File: src/rtl/regfile_pkg.sv
// Shared register-file widths and the writeback queue entry type.
package regfile_pkg;

    localparam int ADDR_WIDTH = 5;
    localparam int REG_DATA_W = 32;

    typedef struct packed {
        logic [ADDR_WIDTH-1:0] addr;
        logic [REG_DATA_W-1:0] data;
    } wb_entry_t;

endpackage

File: src/rtl/wb_bypass_lookup.sv
// Youngest-match search across the output register and the pending queue entries.
module wb_bypass_lookup
    import regfile_pkg::*;
#(
    parameter int DEPTH = 4
) (
    input  wb_entry_t [DEPTH-1:0]         entries_i,
    input  logic      [DEPTH-1:0]         valid_i,
    input  logic      [$clog2(DEPTH)-1:0] head_i,
    input  logic                          out_valid_i,
    input  wb_entry_t                     out_entry_i,
    input  logic      [ADDR_WIDTH-1:0]    raddr_i,
    output logic                          hit_o,
    output logic      [REG_DATA_W-1:0]    data_o
);

    localparam int PTR_W = $clog2(DEPTH);

    logic [PTR_W-1:0] idx;

    // Walk oldest to youngest so the last match found wins.
    always_comb begin
        hit_o  = 1'b0;
        data_o = '0;
        idx    = '0;
        if (raddr_i != '0) begin
            if (out_valid_i && (out_entry_i.addr == raddr_i)) begin
                hit_o  = 1'b1;
                data_o = out_entry_i.data;
            end
            for (int k = 0; k < DEPTH; k++) begin
                idx = head_i + PTR_W'(k);
                if (valid_i[idx] && (entries_i[idx].addr == raddr_i)) begin
                    hit_o  = 1'b1;
                    data_o = entries_i[idx].data;
                end
            end
        end
    end

endmodule

File: src/rtl/regfile_wb_buffer.sv
// In-order writeback queue (LSU before ALU) draining one regfile write per cycle.
// Define WB_BYPASS_EN to build the read-port bypass; otherwise hits/data are tied to 0.
module regfile_wb_buffer
    import regfile_pkg::*;
#(
    parameter int DEPTH = 4
) (
    input  logic                      clk,
    input  logic                      ares,
    input  logic                      alu_valid,
    output logic                      alu_ready,
    input  logic [ADDR_WIDTH-1:0]     alu_addr,
    input  logic [REG_DATA_W-1:0]     alu_data,
    input  logic                      lsu_valid,
    output logic                      lsu_ready,
    input  logic [ADDR_WIDTH-1:0]     lsu_addr,
    input  logic [REG_DATA_W-1:0]     lsu_data,
    input  logic                      rf_stall,
    output logic                      wen,
    output logic [ADDR_WIDTH-1:0]     waddr,
    output logic [REG_DATA_W-1:0]     wdata,
    input  logic [ADDR_WIDTH-1:0]     raddr1,
    input  logic [ADDR_WIDTH-1:0]     raddr2,
    output logic                      byp_hit1,
    output logic [REG_DATA_W-1:0]     byp_data1,
    output logic                      byp_hit2,
    output logic [REG_DATA_W-1:0]     byp_data2,
    output logic [$clog2(DEPTH):0]    count
);

    localparam int PTR_W = $clog2(DEPTH);
    localparam int CNT_W = PTR_W + 1;

    wb_entry_t [DEPTH-1:0] mem_q;
    logic [PTR_W-1:0]      head_q, head_d;
    logic [PTR_W-1:0]      tail_q, tail_d;
    logic [PTR_W-1:0]      alu_slot;
    logic [CNT_W-1:0]      count_q, count_d;
    logic [CNT_W-1:0]      free;
    logic                  wen_q;
    logic [ADDR_WIDTH-1:0] waddr_q;
    logic [REG_DATA_W-1:0] wdata_q;
    logic                  lsu_rdy, alu_rdy;
    logic                  lsu_push, alu_push, pop;

    // Free slots come from the registered count; a same-cycle pop is not credited.
    always_comb begin
        free     = CNT_W'(DEPTH) - count_q;
        lsu_rdy  = !ares && (free >= CNT_W'(1));
        alu_rdy  = !ares && ((free >= CNT_W'(2)) || ((free == CNT_W'(1)) && !lsu_valid));
        lsu_push = lsu_valid && lsu_rdy && (lsu_addr != '0);
        alu_push = alu_valid && alu_rdy && (alu_addr != '0);
        pop      = (count_q != '0) && !rf_stall;
        alu_slot = tail_q + PTR_W'(lsu_push);
        head_d   = head_q + PTR_W'(pop);
        tail_d   = tail_q + PTR_W'(lsu_push) + PTR_W'(alu_push);
        count_d  = count_q + CNT_W'(lsu_push) + CNT_W'(alu_push) - CNT_W'(pop);
    end

    always_ff @(posedge clk) begin
        if (ares) begin
            mem_q   <= '0;
            head_q  <= '0;
            tail_q  <= '0;
            count_q <= '0;
            wen_q   <= 1'b0;
            waddr_q <= '0;
            wdata_q <= '0;
        end else begin
            if (lsu_push) mem_q[tail_q]   <= '{addr: lsu_addr, data: lsu_data};
            if (alu_push) mem_q[alu_slot] <= '{addr: alu_addr, data: alu_data};
            head_q  <= head_d;
            tail_q  <= tail_d;
            count_q <= count_d;
            wen_q   <= pop;
            if (pop) begin
                waddr_q <= mem_q[head_q].addr;
                wdata_q <= mem_q[head_q].data;
            end
        end
    end

    assign lsu_ready = lsu_rdy;
    assign alu_ready = alu_rdy;
    assign wen       = wen_q;
    assign waddr     = waddr_q;
    assign wdata     = wdata_q;
    assign count     = count_q;

`ifdef WB_BYPASS_EN
    logic [DEPTH-1:0] valid_mask;
    logic [PTR_W-1:0] age;
    wb_entry_t        out_entry;

    always_comb begin
        valid_mask = '0;
        age        = '0;
        for (int i = 0; i < DEPTH; i++) begin
            age           = PTR_W'(i) - head_q;
            valid_mask[i] = (CNT_W'(age) < count_q);
        end
    end

    assign out_entry = '{addr: waddr_q, data: wdata_q};

    wb_bypass_lookup #(.DEPTH(DEPTH)) u_byp1 (
        .entries_i   (mem_q),
        .valid_i     (valid_mask),
        .head_i      (head_q),
        .out_valid_i (wen_q),
        .out_entry_i (out_entry),
        .raddr_i     (raddr1),
        .hit_o       (byp_hit1),
        .data_o      (byp_data1)
    );

    wb_bypass_lookup #(.DEPTH(DEPTH)) u_byp2 (
        .entries_i   (mem_q),
        .valid_i     (valid_mask),
        .head_i      (head_q),
        .out_valid_i (wen_q),
        .out_entry_i (out_entry),
        .raddr_i     (raddr2),
        .hit_o       (byp_hit2),
        .data_o      (byp_data2)
    );
`else
    logic unused_byp;
    assign unused_byp = ^{raddr1, raddr2};
    assign byp_hit1   = 1'b0;
    assign byp_data1  = '0;
    assign byp_hit2   = 1'b0;
    assign byp_data2  = '0;
`endif

endmodule

File: config.mk
export PLATFORM = sky130hd
export DESIGN_NAME = regfile_wb_buffer
export DESIGN_NICKNAME = d
export VERILOG_FILES = /design/src/rtl/regfile_pkg.sv /design/src/rtl/wb_bypass_lookup.sv /design/src/rtl/regfile_wb_buffer.sv
export SDC_FILE = /design/constraint.sdc
export NUM_CORES = 1
export LEC_CHECK = 0
export CORE_AREA = 2 2 172 174
export DETAILED_ROUTE_END_ITERATION = 8
export DIE_AREA = 0 0 174 176
export DONT_BUFFER_PORTS = 1
export PLACE_DENSITY = 0.52
export SLEW_MARGIN = 10
export SYNTH_ARGS = -nofsm -noshare
export SYNTH_HDL_FRONTEND = slang
export SYNTH_SLANG_ARGS = --single-unit
export TNS_END_PERCENT = 20
File: constraint.sdc
create_clock -name clk -period 4.1 [get_ports clk]
set_input_delay 0.41 -clock clk [delete_from_list [all_inputs] [get_ports clk]]
set_output_delay 0.41 -clock clk [all_outputs]
set_load 0.02 [all_outputs]
==> flow_summary.json <==
{
  "status": "complete, no violations",
  "relSlewSlack_pct": 24.4,
  "post-route-drc-count": 0,
  "layout-drive-gt1-share_pct": 21.2,
  "area_delta_synth_final_pct": 3.98,
  "fin_crit_ps": 3780,
  "htree_levels": 4,
  "min_from": "ares",
  "drtIter0Drc": 587,
  "drt_wl_total_mm": 34.6,
  "finalCritPeriodShare_pct": 92.2,
  "wire_per_inst_um": 23.0,
  "tns_ps": 0,
  "start_kind": "register",
  "slew_violations": 0,
  "nFillCells": 2907,
  "fin_nets": 1208,
  "finalHoldViolCount": 0,
  "viasPerCell": 5.79,
  "grt_pass1_vias": 8845,
  "grt_util_met2_pct": 38.1,
  "grtUsageMet1_pct": 29.0,
  "grt-ovfl-total": 0,
  "syn_area_mm2": 0.0108,
  "cts_tree": "done",
  "io_pins": 198,
  "die_w_um": 174,
  "finalWorstSetupSlack_ps": 321,
  "clkTransAtPathRegs_ps": 80,
  "synth_top_area_share_pct": 35.7,
  "row_count": 62,
  "crit_path_end_kind": "register",
  "diodes": 0,
  "gp_congestion": 0.746,
  "p_per_area_mw_per_mm2": 605,
  "grtUsageMet3_pct": 5.62,
  "place_ws_ps": 357,
  "final_cell_area_mm2": 0.0113,
  "post_cts_buffers": 0,
  "crit_fanout": 25,
  "tightest_slew_ps": 1130,
  "postSynthAreaPerCell_um2": 9.16,
  "netlist.top_cell.by_area": "dfxtp_1",
  "synth.distinct_cells": 38,
  "dp_hpwl_mm": 19.7,
  "arrival_ps": 4130,
  "ant_nets": 0,
  "post_cts_resized": 0,
  "antenna_found_initial": 0,
  "yosys-top-cells-area": "dfxtp_1, a311oi_2, nand2_1",
  "setup_viol": 0,
  "yosys_warnings": 0,
  "grt_pass1_wl_mm": 53.6,
  "critical_path_class": "reg -> reg",
  "hold_class": "in -> reg",
  "crit_path_start": "count[1]",
  "grt_setup_unrepaired": "no",
  "maxCapViolations": 0,
  "peakVddDrop_mv": 0.344,
  "syn_inst": 1183,
  "synth.ff_latch_count": 193,
  "post_dp_cell_area_mm2": 0.0107,
  "clk_latency_ps": 440,
  "globalRouteTotalUtil_pct": 22.6,
  "critPathRequiredTime_ps": 4450,
  "clk_path_buf_depth": 2,
  "leakagePower_nw": 3.33,
  "grt_max_degree": 200,
  "die_h_um": 176,
  "reg2reg_from": "count[1]",
  "max_freq_mhz": 265,
  "yosysSeqAreaShare_pct": 35.7,
  "cts_hold_buf": 0,
  "numPortBuffers": 0,
  "skew_ps": 14.8,
  "cts-root-buf": "clkbuf_16",
  "post-route-util_pct": 39.5,
  "grt.busiest_layer": "met2",
  "via_count": 8713,
  "firstDrtPassIters": 4,
  "die_area_mm2": 0.0306,
  "cts_made_buffers": 17,
  "coreArea_mm2": 0.0285,
  "clock-sinks": 193,
  "start_util_pct": 38.0
}
==> registers in the layout, indices dropped and copies added (netlist names) <==
register  cells
wdata        32
wen           1
waddr         5
mem_q       148
head_q        2
tail_q        2
count         3
==> layer usage <==
metal	vias to the layer above	share of wire [%]
li1	3975	-
met5	-	0
met4	0	1.3
met2	327	49
met1	4377	43
met3	34	7.0
==> path summary, 6_finish.rpt <==
check,end,cells after the start,slack [ps]
setup / recovery,mem_q[35],12,320
hold / removal,wdata[2],1,50
setup reg to reg,mem_q[35],12,320
hold reg to reg,mem_q[2],2,490
==> placed cells by master (no fill, tap or decap), types with 2 or more instances in the layout <==
master      netlist  layout
nor2b_1           6       6
inv_8             0       3
or2_2             1       5
clkinv_4          0       2
inv_1             8       7
o2111ai_4         0       2
inv_6             0       3
a311oi_2        121     121
a21oi_1          37      37
bufinv_16         0       2
fa_1              2       2
and4bb_2          2       2
o211ai_4          4       5
o211a_1           5       5
conb_1            1      66
dfxtp_1         193     191
clkinvlp_4        0       3
or4_4             2       2
nand2_1         370     370
clkbuf_16         0      17
ha_1              8       8
mux4_2           37      37
a311oi_1         27      27
nor2_1            5       5
nor3_1          148     148
xnor2_1           5       5
buf_4            79      26
==> logic make-up (layout without fill, tap and decap cells) <==
| group | after synthesis | in the layout | share of synthesized area (%) |
|---|---|---|---|
| flops | 193 | 193 | 35.7 |
| xor+xnor | 6 | 6 | 0.554 |
| buf+inv | 193 | 66 | 11.0 |
| other cells | 1 | 66 | 0.0346 |
| mux | 37 | 37 | 7.69 |
| compound gates | 200 | 200 | 22.4 |
| fa+ha+maj | 10 | 10 | 1.29 |
| simple gates | 543 | 543 | 21.4 |
==> cell type report <==
class | instances | area (µm²) | area share (%)
Multi-Input combinational cell | 862 | 6070 | 53.9
Sequential cell | 193 | 3870 | 34.3
Tap cell | 384 | 480 | 4.26
Clock buffer | 17 | 425 | 3.78
Timing Repair Buffer | 27 | 215 | 1.91
Clock inverter | 14 | 176 | 1.57
Inverter | 8 | 30.0 | 0.267
==> metrics by stage <==
stage / power [mW] / hold WS [ps] / instances
finish: 6.81 / 48.0 / 1505
global route: 7.17 / 21.5 / 1505
CTS: 6.85 / 24.2 / 1505
detailed placement: 5.09 / 468 / 1474
global placement: 5.06 / 464 / 1474
floorplan: 4.56 / 457 / 1248
==> synth_stat cells (all sizes together) <==
cell type and instances:
o211a 5, and4b 1, nor2 5, o211ai 6
and4bb 2, clkbuf 48, nand2 370, conb 1
or4b 1, a21o 1, nor4b 1, ha 8
xor2 1, a311oi 148, nor2b 6, o2111ai 2
or2 5, o21ai 1, xnor2 5, buf 137
nand2b 1, or4 2, nor3 148, a21oi 37
fa 2, dfxtp 193, inv 8, nor3b 1
mux4 37
==> worst max-delay path, stage by stage (launching register included) <==
cell,delay (ps)
dfxtp_1,330
inv_1,70
ha_1,190
ha_1,300
or4b_2,620
nor2b_1,180
o211a_1,150
ha_1,390
nor2b_1,260
o211ai_1,160
or2_2,510
buf_12,280
a311oi_1,230
==> power by group <==
group | switching (mW) | internal [mW] | total, mW | leakage [nW]
Clock | 0.831 | 0.922 | 1.75 | 0.285
Sequential | 0.380 | 2.26 | 2.64 | 1.57
Combinational | 1.51 | 0.902 | 2.42 | 1.47
No activity file was read; power rests on OpenSTA's default activity.
